File: config.mk
export PLATFORM = sky130hd
export DESIGN_NAME = l1_ahb_mtx_in_stg_flat
export DESIGN_NICKNAME = d
export VERILOG_FILES = /design/src/rtl/l1_ahb_mtx_in_stg_if.sv /design/src/rtl/l1_ahb_mtx_in_stg.sv /design/src/flat_wrapper.sv
export SDC_FILE = /design/constraint.sdc
export NUM_CORES = 1
export LEC_CHECK = 0
export CAP_MARGIN = 20
export CELL_PAD_IN_SITES_DETAIL_PLACEMENT = 2
export CELL_PAD_IN_SITES_GLOBAL_PLACEMENT = 2
export CORE_ASPECT_RATIO = 0.8
export CORE_UTILIZATION = 19
export CTS_CLUSTER_SIZE = 28
export DETAILED_ROUTE_END_ITERATION = 12
export PLACE_DENSITY_LB_ADDON = 0.25
export SLEW_MARGIN = 20
export SYNTH_ARGS = -nofsm -noshare
export SYNTH_HDL_FRONTEND = slang
export SYNTH_SLANG_ARGS = --single-unit
File: constraint.sdc
create_clock -name HCLK -period 1.8 [get_ports HCLK]
set_input_delay 0.54 -clock HCLK [delete_from_list [all_inputs] [get_ports HCLK]]
set_output_delay 0.54 -clock HCLK [all_outputs]
set_load 0.02 [all_outputs]
File: src/rtl/l1_ahb_mtx_in_stg_if.sv
// Bus bundle for one L1 AHB matrix input stage: master-side AHB signals plus
// the decoder-side select/address/control and handshake returns.
interface l1_ahb_mtx_in_stg_if #(
  parameter int ADDR_W = 32
);
  logic              HSELS;
  logic [ADDR_W-1:0] HADDRS;
  logic [1:0]        HTRANSS;
  logic              HWRITES;
  logic [2:0]        HSIZES;
  logic [2:0]        HBURSTS;
  logic [3:0]        HPROTS;
  logic              HMASTLOCKS;
  logic              HREADYS;
  logic [31:0]       HAUSERS;
  logic              HREADYOUTS;
  logic [1:0]        HRESPS;

  logic              sel_op;
  logic [ADDR_W-1:0] addr_op;
  logic [1:0]        trans_op;
  logic              write_op;
  logic [2:0]        size_op;
  logic [2:0]        burst_op;
  logic [3:0]        prot_op;
  logic              mastlock_op;
  logic [31:0]       auser_op;
  logic              ready_op;
  logic              active_op;
  logic              readyout_op;
  logic [1:0]        resp_op;

  modport master (
    output HSELS, HADDRS, HTRANSS, HWRITES, HSIZES, HBURSTS, HPROTS,
           HMASTLOCKS, HREADYS, HAUSERS,
    input  HREADYOUTS, HRESPS
  );

  modport slave (
    input  HSELS, HADDRS, HTRANSS, HWRITES, HSIZES, HBURSTS, HPROTS,
           HMASTLOCKS, HREADYS, HAUSERS,
    output HREADYOUTS, HRESPS,
    output sel_op, addr_op, trans_op, write_op, size_op, burst_op, prot_op,
           mastlock_op, auser_op, ready_op,
    input  active_op, readyout_op, resp_op
  );

  modport decoder (
    input  sel_op, addr_op, trans_op, write_op, size_op, burst_op, prot_op,
           mastlock_op, auser_op, ready_op,
    output active_op, readyout_op, resp_op
  );
endinterface

File: src/rtl/l1_ahb_mtx_in_stg.sv
// L1 AHB matrix input stage: one-deep holding register that parks an address
// phase the target cannot take yet. Optional macro: L1AHBMTX_IN_STG_AUSER_EN.
module l1_ahb_mtx_in_stg #(
  parameter int ADDR_W = 32
) (
  input logic                HCLK,
  input logic                HRESETn,
  l1_ahb_mtx_in_stg_if.slave bus
);

  typedef enum logic [1:0] {
    ST_IDLE = 2'b00,
    ST_DATA = 2'b01,
    ST_PEND = 2'b10
  } state_t;

  typedef struct packed {
    logic [ADDR_W-1:0] addr;
    logic [1:0]        trans;
    logic              write;
    logic [2:0]        size;
    logic [2:0]        burst;
    logic [3:0]        prot;
    logic              mastlock;
  } hold_t;

  state_t state_q;
  hold_t  hold_q;
  hold_t  hold_d;
  logic   pend_s;
  logic   dphase_s;
  logic   valid_in_s;
  logic   capture_s;

`ifdef L1AHBMTX_IN_STG_AUSER_EN
  logic [31:0] auser_q;
  logic [31:0] auser_d;
`endif

  assign pend_s     = (state_q == ST_PEND);
  assign dphase_s   = (state_q == ST_DATA);
  assign valid_in_s = bus.HSELS & bus.HTRANSS[1] & bus.HREADYS;
  assign capture_s  = ~pend_s & valid_in_s & ~bus.active_op;

  // Holding register next value; SEQ is normalised to NONSEQ on capture.
  always_comb begin
    hold_d = hold_q;
`ifdef L1AHBMTX_IN_STG_AUSER_EN
    auser_d = auser_q;
`endif
    if (capture_s) begin
      hold_d.addr     = bus.HADDRS;
      hold_d.trans    = {bus.HTRANSS[1], 1'b0};
      hold_d.write    = bus.HWRITES;
      hold_d.size     = bus.HSIZES;
      hold_d.burst    = bus.HBURSTS;
      hold_d.prot     = bus.HPROTS;
      hold_d.mastlock = bus.HMASTLOCKS;
`ifdef L1AHBMTX_IN_STG_AUSER_EN
      auser_d         = bus.HAUSERS;
`endif
    end else begin
      hold_d = hold_q;
    end
  end

  // Address-phase mux towards the decoder and output stages.
  always_comb begin
    if (pend_s) begin
      bus.sel_op      = 1'b1;
      bus.addr_op     = hold_q.addr;
      bus.trans_op    = hold_q.trans;
      bus.write_op    = hold_q.write;
      bus.size_op     = hold_q.size;
      bus.burst_op    = hold_q.burst;
      bus.prot_op     = hold_q.prot;
      bus.mastlock_op = hold_q.mastlock;
      bus.ready_op    = bus.readyout_op;
    end else begin
      bus.sel_op      = bus.HSELS;
      bus.addr_op     = bus.HADDRS;
      bus.trans_op    = bus.HTRANSS;
      bus.write_op    = bus.HWRITES;
      bus.size_op     = bus.HSIZES;
      bus.burst_op    = bus.HBURSTS;
      bus.prot_op     = bus.HPROTS;
      bus.mastlock_op = bus.HMASTLOCKS;
      bus.ready_op    = bus.HREADYS;
    end
  end

`ifdef L1AHBMTX_IN_STG_AUSER_EN
  assign bus.auser_op = pend_s ? auser_q : bus.HAUSERS;
`else
  assign bus.auser_op = 32'h0000_0000;
`endif

  // Master-facing response; only state and decoder returns feed HREADYOUTS.
  always_comb begin
    if (pend_s) begin
      bus.HREADYOUTS = 1'b0;
      bus.HRESPS     = 2'b00;
    end else if (dphase_s) begin
      bus.HREADYOUTS = bus.readyout_op;
      bus.HRESPS     = bus.resp_op;
    end else begin
      bus.HREADYOUTS = 1'b1;
      bus.HRESPS     = 2'b00;
    end
  end

  // Stage state machine and holding register.
  always_ff @(posedge HCLK or negedge HRESETn) begin
    if (!HRESETn) begin
      state_q <= ST_IDLE;
      hold_q  <= '0;
`ifdef L1AHBMTX_IN_STG_AUSER_EN
      auser_q <= 32'h0000_0000;
`endif
    end else begin
      hold_q <= hold_d;
`ifdef L1AHBMTX_IN_STG_AUSER_EN
      auser_q <= auser_d;
`endif
      case (state_q)
        ST_PEND: begin
          if (bus.active_op & bus.readyout_op) begin
            state_q <= ST_DATA;
          end else begin
            state_q <= ST_PEND;
          end
        end
        ST_IDLE, ST_DATA: begin
          if (valid_in_s & ~bus.active_op) begin
            state_q <= ST_PEND;
          end else if (valid_in_s) begin
            state_q <= ST_DATA;
          end else if (bus.HREADYS) begin
            state_q <= ST_IDLE;
          end else begin
            state_q <= state_q;
          end
        end
        default: state_q <= ST_IDLE;
      endcase
    end
  end

endmodule

File: src/flat_wrapper.sv
// flat-port wrapper written by rule: the top's interface ports become plain ports
module l1_ahb_mtx_in_stg_flat 
#(
  parameter int ADDR_W = 32
)
  (HCLK, HRESETn, bus_HSELS, bus_HADDRS, bus_HTRANSS, bus_HWRITES, bus_HSIZES, bus_HBURSTS, bus_HPROTS, bus_HMASTLOCKS, bus_HREADYS, bus_HAUSERS, bus_HREADYOUTS, bus_HRESPS, bus_sel_op, bus_addr_op, bus_trans_op, bus_write_op, bus_size_op, bus_burst_op, bus_prot_op, bus_mastlock_op, bus_auser_op, bus_ready_op, bus_active_op, bus_readyout_op, bus_resp_op);
  l1_ahb_mtx_in_stg_if #(.ADDR_W(ADDR_W)) bus_i ();
  input logic HCLK;
  input logic HRESETn;
  input wire logic [$bits(bus_i.HSELS)-1:0] bus_HSELS;
  input wire logic [$bits(bus_i.HADDRS)-1:0] bus_HADDRS;
  input wire logic [$bits(bus_i.HTRANSS)-1:0] bus_HTRANSS;
  input wire logic [$bits(bus_i.HWRITES)-1:0] bus_HWRITES;
  input wire logic [$bits(bus_i.HSIZES)-1:0] bus_HSIZES;
  input wire logic [$bits(bus_i.HBURSTS)-1:0] bus_HBURSTS;
  input wire logic [$bits(bus_i.HPROTS)-1:0] bus_HPROTS;
  input wire logic [$bits(bus_i.HMASTLOCKS)-1:0] bus_HMASTLOCKS;
  input wire logic [$bits(bus_i.HREADYS)-1:0] bus_HREADYS;
  input wire logic [$bits(bus_i.HAUSERS)-1:0] bus_HAUSERS;
  output wire logic [$bits(bus_i.HREADYOUTS)-1:0] bus_HREADYOUTS;
  output wire logic [$bits(bus_i.HRESPS)-1:0] bus_HRESPS;
  output wire logic [$bits(bus_i.sel_op)-1:0] bus_sel_op;
  output wire logic [$bits(bus_i.addr_op)-1:0] bus_addr_op;
  output wire logic [$bits(bus_i.trans_op)-1:0] bus_trans_op;
  output wire logic [$bits(bus_i.write_op)-1:0] bus_write_op;
  output wire logic [$bits(bus_i.size_op)-1:0] bus_size_op;
  output wire logic [$bits(bus_i.burst_op)-1:0] bus_burst_op;
  output wire logic [$bits(bus_i.prot_op)-1:0] bus_prot_op;
  output wire logic [$bits(bus_i.mastlock_op)-1:0] bus_mastlock_op;
  output wire logic [$bits(bus_i.auser_op)-1:0] bus_auser_op;
  output wire logic [$bits(bus_i.ready_op)-1:0] bus_ready_op;
  input wire logic [$bits(bus_i.active_op)-1:0] bus_active_op;
  input wire logic [$bits(bus_i.readyout_op)-1:0] bus_readyout_op;
  input wire logic [$bits(bus_i.resp_op)-1:0] bus_resp_op;
  assign bus_i.HSELS = bus_HSELS;
  assign bus_i.HADDRS = bus_HADDRS;
  assign bus_i.HTRANSS = bus_HTRANSS;
  assign bus_i.HWRITES = bus_HWRITES;
  assign bus_i.HSIZES = bus_HSIZES;
  assign bus_i.HBURSTS = bus_HBURSTS;
  assign bus_i.HPROTS = bus_HPROTS;
  assign bus_i.HMASTLOCKS = bus_HMASTLOCKS;
  assign bus_i.HREADYS = bus_HREADYS;
  assign bus_i.HAUSERS = bus_HAUSERS;
  assign bus_HREADYOUTS = bus_i.HREADYOUTS;
  assign bus_HRESPS = bus_i.HRESPS;
  assign bus_sel_op = bus_i.sel_op;
  assign bus_addr_op = bus_i.addr_op;
  assign bus_trans_op = bus_i.trans_op;
  assign bus_write_op = bus_i.write_op;
  assign bus_size_op = bus_i.size_op;
  assign bus_burst_op = bus_i.burst_op;
  assign bus_prot_op = bus_i.prot_op;
  assign bus_mastlock_op = bus_i.mastlock_op;
  assign bus_auser_op = bus_i.auser_op;
  assign bus_ready_op = bus_i.ready_op;
  assign bus_i.active_op = bus_active_op;
  assign bus_i.readyout_op = bus_readyout_op;
  assign bus_i.resp_op = bus_resp_op;
  l1_ahb_mtx_in_stg #(.ADDR_W(ADDR_W)) u_core (.HCLK(HCLK), .HRESETn(HRESETn), .bus(bus_i));
endmodule
==> qor.tcl <==
set qor(mean_instance_size_in_the_synthesized_netlist_um2) 13.4
set qor(mappedNetlistArea_mm2) 0.00264
set qor(power.density_cell_area_mw_per_mm2) 852
set qor(post_layout_nonfiller_instances) 517
set qor(antenna_found_initial) 0
set qor(number_of_different_library_cells_in_the_post_synthesis_netlist) 20
set qor(antenna_cells) 0
set qor(worst_ir_drop_vdd_uv) 269
set qor(slowest_delay_ns) 0.42
set qor(tritoncts.num_buffers) 5
set qor(grt_first_pass_wirelength_um) 12400
set qor(std_cell_rows) 38
set qor(fin_crit_sh_pct) 124
set qor(num_vias) 2017
set qor(cts-root-to-sink-buffers) 2
set qor(root_buffer) {sky130_fd_sc_hd__clkbuf_16}
set qor(dp_hpwl_um) 4790
set qor(final_layout_size_suffix_gt1_share_pct) 57.6
set qor(failed_checks) {negative setup slack}
set qor(globalRoute.totalOverflow) 0
set qor(timing.final.hold_violations) 0
set qor(final.setup.worst_slack_ns) -0.436
set qor(floorplan.initialDensity_pct) 19.5
set qor(maxCapViolCount) 0
set qor(fin_hold_ws_ns) 0.239
set qor(chipWidth_um) 134
set qor(drt_first_pass_iters) 4
set qor(htree_levels) 2
set qor(drv_slew) 0
set qor(total_placed_cells_including_tap_cells) 483
set qor(postSynthRegisterBits) 47
set qor(die-height_um) 107
set qor(fp.coreArea_mm2) 0.0136
set qor(synth_top_cell_by_area) {sky130_fd_sc_hd__dfrtp_1}
set qor(synth_top_cells_by_area) {sky130_fd_sc_hd__dfrtp_1, sky130_fd_sc_hd__mux2_2, sky130_fd_sc_hd__buf_4, sky130_fd_sc_hd__buf_6, sky130_fd_sc_hd__mux2_1}
set qor(synth-main-ff-cell) {sky130_fd_sc_hd__dfrtp_1}
set qor(gate_count_of_the_mapped_netlist) 197
set qor(outcome) {finished, violations left}
set qor(fin_crit_ns) 2.24
set qor(synth_top_area_share_pct) 44.6
set qor(finish.net_count) 424
set qor(ioPinCount) 169
set qor(critPathMaxFanout) 6
set qor(multi_input_area_mm2) 0.00155
set qor(register_area_mm2) 0.00118
set qor(tritoncts_clock_tree) {done}
set qor(fmaxAchievable_mhz) 447
set qor(total_routed_wirelength_um) 8520
set qor(clock_skew_after_layout_ns) 0.00422
set qor(unrepaired_setup_endpoints_after_global_routing) {true}
set qor(cp_top_family) {buffers and inverters}
set qor(gpl.final_weighted_congestion) 0.642
set qor(cts_hold_buffers) 0
set qor(drc_errors) 0
set qor(total_leakage_power_uw) 0.00213
set qor(hold_class) {in -> async}
set qor(clk_pin_slew_ns) 0.06
set qor(synth-edff-count) 0
set qor(critical_path.endpoint_type) {output port}
set qor(route.antenna.remaining_nets) 0
set qor(drtIter0Drc) 40
set qor(detail_route.vias_per_cell) 3.90
set qor(path_buf_inv) 4
set qor(area_growth_syn_to_layout_pct) 77.5
set qor(cp-start-kind) {flop}
set qor(port_buffers) 104
set qor(asyncSetResetFlopFracSynth_pct) 100
set qor(grt_pass1_vias) 2186
set qor(groute.usage.overall_pct) 11.6
set qor(routed_wire_length_per_instance_um) 16.5
set qor(yosysWarnings) 0
set qor(dieArea_mm2) 0.0144
set qor(cp_data_arrival_time_ns) 1.70
set qor(insertion_delay_ns) 0.28
set qor(n_fill_cell) 1414
set qor(path_cells) {nor2b_4 -> buf_12 -> buf_12 -> buf_12 -> mux2_4 -> buf_6}
set qor(portion_of_the_post_synthesis_area_used_by_sequential_elements_pct) 44.6
set qor(cpMostUsedCell) {sky130_fd_sc_hd__buf_12}
set qor(cts.sink_count) 47
set qor(grt_start_max_net_pins) 48
set qor(timing_worst_setup_path_type) {reg -> out}
set qor(setup_viol) 93
set qor(worst_ep_required_time_ns) 1.26
set qor(crit_slowest_cell) {sky130_fd_sc_hd__dfrtp_1}
[report_power, final]
| part | switching, uW | internal [uW] | total [uW] |
|---|---|---|---|
| clock | 395 | 501 | 897 |
| combinational | 627 | 992 | 1620 |
| sequential | 146 | 1320 | 1470 |
| total | 1170 | 2820 | 3990 |
[layout make-up]
class                      count  area share (%)
clock buffer                   6            2.75
multi-input combinational    139            33.0
sequential                    47            25.1
tap                          180            4.81
timing repair buffer         145            34.3
[synthesized netlist by cell type (2+ instances only)]
cell type,number
sky130_fd_sc_hd__mux2_2,85
sky130_fd_sc_hd__dfrtp_1,47
sky130_fd_sc_hd__buf_4,32
sky130_fd_sc_hd__buf_2,5
sky130_fd_sc_hd__buf_6,5
sky130_fd_sc_hd__mux2_1,5
sky130_fd_sc_hd__and3b_1,2
sky130_fd_sc_hd__nand2_1,2
sky130_fd_sc_hd__nor2_1,2
sky130_fd_sc_hd__or2_2,2
[metal layers]
layer  GRT usage, %  up-vias  part of all wire (%)
met2           19.2       74                    47
met1           14.8     1023                    46
met5              0        -                     0
li1               -      913                     -
met3           3.63        7                   6.3
met4           2.35        0                  0.75
[path summary, 6_finish.rpt]
kind | start | to | slack (ns) | depth (start not counted)
hold reg to reg | u_core.hold_q[13] | u_core.hold_q[13] | 0.49 | 1
min in group HCLK | u_core.hold_q[13] | u_core.hold_q[13] | 0.49 | 1
max in group asynchronous | HRESETn | u_core.hold_q[45] | 1.30 | 2
setup reg to reg | u_core.state_q[1] | u_core.hold_q[18] | -0.20 | 9
hold / removal | HRESETn | u_core.hold_q[37] | 0.24 | 2
setup / recovery | u_core.state_q[0] | bus_addr_op[21] | -0.44 | 6
[timing repair]
action | CTS | global route
resized for setup | 249 | 129
gates cloned | 9 | 1
buffers inserted | 18 | 9
endpoints found under the setup margin | 95 | 94
pin swaps | 3 | 1
[cell usage in the layout (no fill, tap or decap)]
| cell type | count |
|---|---|
| sky130_fd_sc_hd__nand2_1 | 2 |
| sky130_fd_sc_hd__nor3b_1 | 1 |
| sky130_fd_sc_hd__o21ai_0 | 1 |
| sky130_fd_sc_hd__dfrtp_1 | 47 |
| sky130_fd_sc_hd__clkdlybuf4s50_1 | 46 |
| sky130_fd_sc_hd__buf_2 | 19 |
| sky130_fd_sc_hd__nand4_1 | 1 |
| sky130_fd_sc_hd__clkbuf_1 | 1 |
| sky130_fd_sc_hd__dlygate4sd2_1 | 6 |
| sky130_fd_sc_hd__mux2_4 | 72 |
| sky130_fd_sc_hd__buf_4 | 15 |
| sky130_fd_sc_hd__buf_12 | 14 |
| sky130_fd_sc_hd__nor2b_4 | 1 |
| sky130_fd_sc_hd__and3b_1 | 2 |
| sky130_fd_sc_hd__buf_6 | 39 |
| sky130_fd_sc_hd__nor2b_1 | 1 |
| sky130_fd_sc_hd__a32oi_1 | 1 |
| sky130_fd_sc_hd__or2_2 | 2 |
| sky130_fd_sc_hd__nor2_1 | 1 |
| sky130_fd_sc_hd__o31ai_1 | 1 |
| sky130_fd_sc_hd__nand3_4 | 1 |
| sky130_fd_sc_hd__clkbuf_16 | 6 |
| sky130_fd_sc_hd__nor3_4 | 1 |
| sky130_fd_sc_hd__mux2_2 | 18 |
| sky130_fd_sc_hd__buf_16 | 5 |
| sky130_fd_sc_hd__conb_1 | 32 |
| sky130_fd_sc_hd__nor2_4 | 1 |
[sequential cells by signal, summed over array words and instances, names as in the netlist]
register,count
u_core.hold_q,45
u_core.state_q,2
[cell families after synthesis]
family,synth area share [%]
muxes,38.4
other,0.142
AOI/OAI and AO/OA,0.807
DFF,44.6
and+or+nand+nor,3.80
buffers and inverters,12.2
[through the flow]
stage | worst slack [ns] | cell area [um^2] | setup TNS (ns) | utilization [%] | total power [uW]
global placement | -0.617 | 3850 | -44.90 | 28.4 | 2660
CTS | -0.495 | 4360 | -29.27 | 32.2 | 3760
floorplan | -0.00640 | 2750 | -0.256 | - | 2210
finish | -0.436 | 4680 | -23.35 | 34.5 | 3990
detailed placement | -0.632 | 3850 | -45.32 | 28.4 | 2700
global route | -0.483 | 4680 | -29.83 | 34.5 | 4190
(Power assumes the default switching activity.)
